$ cat src/rtl/preamble_pkg.sv
// Shared definitions for the preamble inserter/sync pair.
package preamble_pkg;
  typedef enum logic [1:0] {HUNT, PAYLOAD, CHECK} state_t;

  localparam int DATA_W_DEFAULT = 32;
  localparam int CNT_W_DEFAULT  = 16;
  localparam logic [31:0] PREAMBLE_DEFAULT = 32'hA5A5_A5A5;
endpackage

$ cat src/rtl/preamble_sync_if.sv
// Input and output word streams of the preamble synchroniser.
interface preamble_sync_if #(parameter int DATA_W = 32);
  logic              s_valid;
  logic              s_ready;
  logic [DATA_W-1:0] s_data;
  logic              m_valid;
  logic              m_ready;
  logic [DATA_W-1:0] m_data;
  logic              m_last;

  modport slave  (input  s_valid, s_data, m_ready,
                  output s_ready, m_valid, m_data, m_last);
  modport master (output s_valid, s_data, m_ready,
                  input  s_ready, m_valid, m_data, m_last);
endinterface

$ cat src/rtl/preamble_sync_axis_out_reg.sv
// One-deep valid/ready output register carrying data and last.
module axis_out_reg #(
  parameter int DATA_W = 32
) (
  input  logic              clk,
  input  logic              rst,
  input  logic              load,
  input  logic [DATA_W-1:0] ld_data,
  input  logic              ld_last,
  output logic              can_load,
  input  logic              m_ready,
  output logic              m_valid,
  output logic [DATA_W-1:0] m_data,
  output logic              m_last
);
  assign can_load = !m_valid || m_ready;

  always_ff @(posedge clk) begin
    if (!rst) begin
      m_valid <= 1'b0;
      m_data  <= '0;
      m_last  <= 1'b0;
    end else if (load) begin
      m_valid <= 1'b1;
      m_data  <= ld_data;
      m_last  <= ld_last;
    end else if (m_ready) begin
      m_valid <= 1'b0;
    end
  end
endmodule

$ cat src/rtl/preamble_sync.sv
// Hunts for the frame preamble, strips it, forwards payload with last marking
// and re-checks alignment on every frame.
module preamble_sync
  import preamble_pkg::*;
#(
  parameter int DATA_W = DATA_W_DEFAULT,
  parameter int CNT_W  = CNT_W_DEFAULT
) (
  input  logic              clk,
  input  logic              rst,
  input  logic [DATA_W-1:0] preamble_value,
  input  logic [CNT_W-1:0]  preamble_length,
  input  logic [CNT_W-1:0]  frame_length,
  preamble_sync_if.slave    bus,
  output logic              locked,
  output logic              sync_err,
  output logic              cfg_err
);
  state_t            st, nxt;
  logic [CNT_W-1:0]  pcnt, pcnt_n, dcnt, dcnt_n;
  logic              locked_n, sync_err_n;
  logic              acc, match, p_done, d_last, load, can_load;
  logic [CNT_W-1:0]  plen_m1, flen_m1;

  assign plen_m1 = preamble_length - CNT_W'(1);
  assign flen_m1 = frame_length - CNT_W'(1);
  assign match   = (bus.s_data == preamble_value);
  assign p_done  = (pcnt == plen_m1);
  assign d_last  = (dcnt == flen_m1);

  // Ready is forced low during reset so nothing is taken before state is sane.
  always_comb begin
    bus.s_ready = 1'b0;
    if (rst) bus.s_ready = (cfg_err || st != PAYLOAD) ? 1'b1 : can_load;
  end
  assign acc = bus.s_valid && bus.s_ready;

  always_comb begin
    nxt        = st;
    pcnt_n     = pcnt;
    dcnt_n     = dcnt;
    locked_n   = locked;
    sync_err_n = 1'b0;
    load       = 1'b0;
    if (cfg_err) begin
      nxt      = HUNT;
      pcnt_n   = '0;
      dcnt_n   = '0;
      locked_n = 1'b0;
    end else if (acc) begin
      case (st)
        HUNT, CHECK: begin
          if (match) begin
            if (p_done) begin
              nxt      = PAYLOAD;
              locked_n = 1'b1;
              pcnt_n   = '0;
              dcnt_n   = '0;
            end else begin
              pcnt_n = pcnt + CNT_W'(1);
            end
          end else begin
            pcnt_n = '0;
            // A bad preamble on a locked frame drops alignment entirely.
            if (st == CHECK) begin
              nxt        = HUNT;
              sync_err_n = 1'b1;
              locked_n   = 1'b0;
            end
          end
        end
        PAYLOAD: begin
          load   = 1'b1;
          dcnt_n = dcnt + CNT_W'(1);
          if (d_last) begin
            nxt    = CHECK;
            pcnt_n = '0;
            dcnt_n = '0;
          end
        end
        default: nxt = HUNT;
      endcase
    end
  end

  always_ff @(posedge clk) begin
    if (!rst) begin
      st       <= HUNT;
      pcnt     <= '0;
      dcnt     <= '0;
      locked   <= 1'b0;
      sync_err <= 1'b0;
      cfg_err  <= 1'b0;
    end else begin
      st       <= nxt;
      pcnt     <= pcnt_n;
      dcnt     <= dcnt_n;
      locked   <= locked_n;
      sync_err <= sync_err_n;
      cfg_err  <= (preamble_length == '0) || (frame_length == '0);
    end
  end

  axis_out_reg #(.DATA_W(DATA_W)) u_out (
    .clk      (clk),
    .rst      (rst),
    .load     (load),
    .ld_data  (bus.s_data),
    .ld_last  (d_last),
    .can_load (can_load),
    .m_ready  (bus.m_ready),
    .m_valid  (bus.m_valid),
    .m_data   (bus.m_data),
    .m_last   (bus.m_last)
  );
endmodule

$ cat src/flat_wrapper.sv
// flat-port wrapper written by rule: the top's interface ports become plain ports
module preamble_sync_flat import preamble_pkg::*;
#(
  parameter int DATA_W = DATA_W_DEFAULT,
  parameter int CNT_W  = CNT_W_DEFAULT
)
  (clk, rst, preamble_value, preamble_length, frame_length, locked, sync_err, cfg_err, bus_s_valid, bus_s_data, bus_m_ready, bus_s_ready, bus_m_valid, bus_m_data, bus_m_last);
  preamble_sync_if #(.DATA_W(DATA_W)) bus_i ();
  input  logic clk;
  input  logic rst;
  input  logic [DATA_W-1:0] preamble_value;
  input  logic [CNT_W-1:0] preamble_length;
  input  logic [CNT_W-1:0] frame_length;
  output logic locked;
  output logic sync_err;
  output logic cfg_err;
  input wire logic [$bits(bus_i.s_valid)-1:0] bus_s_valid;
  input wire logic [$bits(bus_i.s_data)-1:0] bus_s_data;
  input wire logic [$bits(bus_i.m_ready)-1:0] bus_m_ready;
  output wire logic [$bits(bus_i.s_ready)-1:0] bus_s_ready;
  output wire logic [$bits(bus_i.m_valid)-1:0] bus_m_valid;
  output wire logic [$bits(bus_i.m_data)-1:0] bus_m_data;
  output wire logic [$bits(bus_i.m_last)-1:0] bus_m_last;
  assign bus_i.s_valid = bus_s_valid;
  assign bus_i.s_data = bus_s_data;
  assign bus_i.m_ready = bus_m_ready;
  assign bus_s_ready = bus_i.s_ready;
  assign bus_m_valid = bus_i.m_valid;
  assign bus_m_data = bus_i.m_data;
  assign bus_m_last = bus_i.m_last;
  preamble_sync #(.DATA_W(DATA_W), .CNT_W(CNT_W)) u_core (.clk(clk), .rst(rst), .preamble_value(preamble_value), .preamble_length(preamble_length), .frame_length(frame_length), .bus(bus_i), .locked(locked), .sync_err(sync_err), .cfg_err(cfg_err));
endmodule
$ cat config.mk
export PLATFORM = sky130hd
export DESIGN_NAME = preamble_sync_flat
export DESIGN_NICKNAME = d
export VERILOG_FILES = /design/src/rtl/preamble_pkg.sv /design/src/rtl/preamble_sync_if.sv /design/src/rtl/preamble_sync_axis_out_reg.sv /design/src/rtl/preamble_sync.sv /design/src/flat_wrapper.sv
export SDC_FILE = /design/constraint.sdc
export NUM_CORES = 1
export LEC_CHECK = 0
export BUFFER_PORTS_ARGS = -buffer_cell sky130_fd_sc_hd__buf_4
export CAP_MARGIN = 20
export CORE_AREA = 2 2 105 107
export CTS_CLUSTER_SIZE = 28
export DETAILED_ROUTE_END_ITERATION = 8
export DIE_AREA = 0 0 107 109
export HOLD_SLACK_MARGIN = 0.1
export PLACE_DENSITY_LB_ADDON = 0.12
export SETUP_SLACK_MARGIN = 0.1
export SYNTH_ARGS = -nofsm -noshare
export SYNTH_HDL_FRONTEND = slang
export SYNTH_SLANG_ARGS = --single-unit
$ cat constraint.sdc
create_clock -name clk -period 6 [get_ports clk]
set_input_delay 0.3 -clock clk [delete_from_list [all_inputs] [get_ports clk]]
set_output_delay 0.3 -clock clk [all_outputs]
set_load 0.01 [all_outputs]
==> flow_summary_export.csv <==
group,metric,value,unit
status,status,"finished, final reports clean",
clock_tree,cts_tree,"yes",
place,hpwl,10300,µm
global_routing,grt_pass1_wl,20500,µm
clock_tree,cts_hold_buf,0,
clock_tree,cts-buffers-inserted,9,
clock_tree,post_cts_resized,0,
global_routing,grt_pass1_vias,4146,
floorplan,dieArea,11700,µm²
sta,hold_violations,0,
place,portBuffers,137,
sta,fin_crit,3.18,ns
worst_setup_path,path_buf_inv,2,
place,place_ws,2.47,ns
detailed_routing,drtIter0Drc,253,
sta,period_share,52.9,%
sta,rsz0062_at_grt,"false",
final_layout,syn_to_final_growth,29.7,%
worst_setup_path,cp.arrival,3.43,ns
logic_synthesis,asyncSetResetFlopFracSynth,0,%
worst_setup_path,crit_required,6.25,ns
final_layout,final_nets,806,
clock_tree,clock_latency,0.35,ns
min_path,worstHoldStart,"bus_s_data[3]",
logic_synthesis,netlist_instances,575,
min_path,hp-class,"primary input to flop",
logic_synthesis,syn_avg_cell_area,8.01,µm²
floorplan,die_h,109,µm
global_routing,met3_usage,4.78,%
worst_setup_path,end_kind,"flop",
worst_setup_path,cp_slowest_cell,"or4_4",
detailed_routing,vias,4542,
detailed_routing,drt-wirelength-per-cell,15.5,µm
worst_setup_path,critPathKind,"primary input to flop",
global_routing,globalRouteMet2Util,37.4,%
sta,tightest_slew,0.668,ns
logic_synthesis,syn_area,4600,µm²
power,power_density,183,nW/µm²
clock_tree,cts.clk_slew.worst_paths,0.08,ns
worst_setup_path,startpoint,"frame_length[0]",
power,p_leak,2.26,nW
worst_setup_path,cp_top_family,"simple AND/OR/NAND/NOR gates",
job,cap_violations,0,
clock_tree,cts_max_path_buffers,2,
power,peakVddDrop,148,µV
floorplan,rows,38,
floorplan,initial_core_util,43.4,%
final_layout,layout-drive-gt1-share,25.0,%
global_routing,grt_max_degree,39,
logic_synthesis,synth_nets,679,
floorplan,io_pins,138,
worst_setup_path,crit_fanout,16,
sta,setup_slack,2.82,ns
logic_synthesis,synth_edf_count,0,
logic_synthesis,yosysSeqAreaShare,30.9,%
worst_setup_path,critical_path.most_common_cell,"o31ai_1",
worst_setup_path,r2r-start,"u_core.dcnt[2]",
floorplan,die_x,107,µm
worst_setup_path,crit_chain,"buf_4 -> inv_1 -> ha_1 -> nand2_1 -> o31ai_1 -> o31ai_1 -> nor4_1 -> nand4_1 -> or4_4 -> or2_1 -> nand3_1 -> o21ba_2",
clock_tree,h-tree-depth,3,
global_routing,track_usage,22.4,%
sta,fin_setup_tns,0,ns
clock_tree,root_buffer,"clkbuf_8",
detailed_routing,first_pass_iters,4,
detailed_routing,antenna_left,0,
worst_setup_path,cpPeakStageDelay,0.60,ns
sta,maxSlewViolCount,0,
worst_setup_path,worst_setup_path_start_kind,"primary input",
clock_tree,clock-sinks,71,
logic_synthesis,yosys_warnings,0,
logic_synthesis,synth_flop_cell,"dfxtp_1",
sta,skew,0.00793,ns
global_routing,grtUsageMet1,29.0,%
logic_synthesis,ys_types,57,
sta,setup_violations,0,
sta,clock.fmax,0.315,GHz
sta,relSlewSlack,55.5,%
place,place.gp.congestion,0.860,
final_layout,n_antenna_cell,0,
clock_tree,cts_setup_buffers,0,
global_routing,grt-ovfl-total,0,
detailed_routing,drc,0,
detailed_routing,routed_wl,13100,µm
floorplan,core,10600,µm²
global_routing,busiest_layer,"met2",
logic_synthesis,synth_seq_cells,71,
global_routing,antenna_found_initial,0,
detailed_routing,viasPerCell,5.36,
==> layout make-up <==
class | instances | area (µm²)
inverters | 18 | 67.6
well taps | 140 | 175
fillers | 1033 | 4630
clock buffers | 9 | 124
repair buffers | 140 | 1060
flip-flops and latches | 71 | 1420
multi-input cells | 462 | 3000
clock inverters | 7 | 120
==> worst reg2reg max path, stage by stage (launching register included) <==
cell,delay [ns]
dfxtp_1,0.49
nand2_1,0.10
o31ai_1,0.21
o31ai_1,0.10
nor4_1,0.41
nand4_1,0.17
or4_4,0.60
or2_1,0.25
nand3_1,0.42
o21ba_2,0.24
==> flip-flops by register name (all words and copies together) (netlist names) <==
register              flops
u_core.u_out.m_data      32
u_core.dcnt              16
u_core.pcnt              16
u_core.st                 2
u_core.cfg_err            1
u_core.locked             1
u_core.sync_err           1
u_core.u_out.m_last       1
u_core.u_out.m_valid      1
==> synth_stat cells (2+ instances only) <==
| library cell | n | area, µm² |
|---|---|---|
| nand2_1 | 86 | 323 |
| dfxtp_1 | 71 | 1420 |
| xnor2_1 | 56 | 490 |
| a21boi_0 | 35 | 263 |
| nor2_1 | 34 | 128 |
| o31ai_1 | 21 | 158 |
| xor2_1 | 20 | 175 |
| inv_1 | 18 | 67.6 |
| nand4_1 | 17 | 106 |
| nor3_1 | 17 | 85.1 |
| o21ai_0 | 17 | 85.1 |
| clkbuf_1 | 16 | 60.1 |
| nand3_1 | 16 | 80.1 |
| and3_1 | 15 | 93.8 |
| a21oi_1 | 14 | 70.1 |
| o21ai_1 | 11 | 55.1 |
| nor4_1 | 10 | 62.6 |
| nor2b_1 | 9 | 56.3 |
| nand2b_1 | 7 | 43.8 |
| buf_2 | 6 | 30.0 |
| or3_1 | 6 | 37.5 |
| mux2i_1 | 5 | 50.1 |
| or4_1 | 5 | 37.5 |
| ha_1 | 4 | 50.1 |
| o21a_1 | 4 | 30.0 |
| o21ba_2 | 4 | 40.0 |
| o31a_1 | 4 | 35.0 |
| a311oi_1 | 3 | 26.3 |
| a31oi_1 | 3 | 18.8 |
| nor3b_1 | 3 | 22.5 |
| and2_1 | 2 | 12.5 |
| buf_6 | 2 | 22.5 |
| nand3b_1 | 2 | 15.0 |
| nor4_2 | 2 | 25.0 |
| nor4_4 | 2 | 42.5 |
| o2111ai_1 | 2 | 17.5 |
| o211ai_1 | 2 | 15.0 |
| o21ai_2 | 2 | 17.5 |
| or2_1 | 2 | 12.5 |
| or2_2 | 2 | 12.5 |
| or4_4 | 2 | 22.5 |
==> through the flow <==
stage	hold slack, ns	std cells	utilization (%)	instance area, µm²	power, mW
final	0.216	847	56.3	5970	1.09
after global routing	0.208	847	56.3	5970	1.14
after CTS	0.194	846	56.2	5960	1.11
after detailed placement	0.457	830	53.9	5720	0.636
after global placement	0.452	829	53.8	5700	0.634
after floorplan	0.445	575	-	4600	0.555
==> cells in the final DEF, fill, tap and decap left out, drive strengths merged, types with 18 or more instances in the layout <==
cell type  netlist  final
o31ai           21     21
xnor2           56     56
dfxtp           71     71
nand2           86     86
xor2            20     20
a21boi          35     35
o21ai           30     30
inv             18     19
nor3            18     18
nor2            34     34
buf              8    140
==> worst paths after layout <==
kind | endpoint | slack (ns) | depth (start not counted)
hold reg to reg | u_core.u_out.m_data[14] | 0.47 | 2
hold / removal | u_core.u_out.m_data[3] | 0.22 | 3
setup / recovery | u_core.dcnt[3] | 2.82 | 12
setup reg to reg | u_core.dcnt[3] | 2.93 | 9
==> kinds of logic (layout without fill, tap and decap cells) <==
group | after synthesis | in the layout | share of synthesized area, %
flip-flops | 71 | 71 | 30.9
multiplexers | 5 | 5 | 1.09
buffers and inverters | 42 | 174 | 3.91
adder cells (fa/ha/maj) | 4 | 4 | 1.09
AO/OA/AOI/OAI | 131 | 131 | 20.2
XOR/XNOR | 77 | 77 | 14.9
AND/OR/NAND/NOR | 245 | 245 | 27.9
==> metal layers <==
metal	share of wire (%)	vias to the layer above
li1	-	2303
met1	45	2104
met2	48	128
met3	5.7	7
met4	0.73	0
met5	0	-
==> power breakdown <==
part	switching (mW)	internal, mW	leakage, nW	total (mW)
Clock	0.191	0.277	0.120	0.469
Combinational	0.0715	0.0834	1.57	0.155
Sequential	0.000000298	0.471	0.571	0.471
Power figures use the tool's default switching activity.
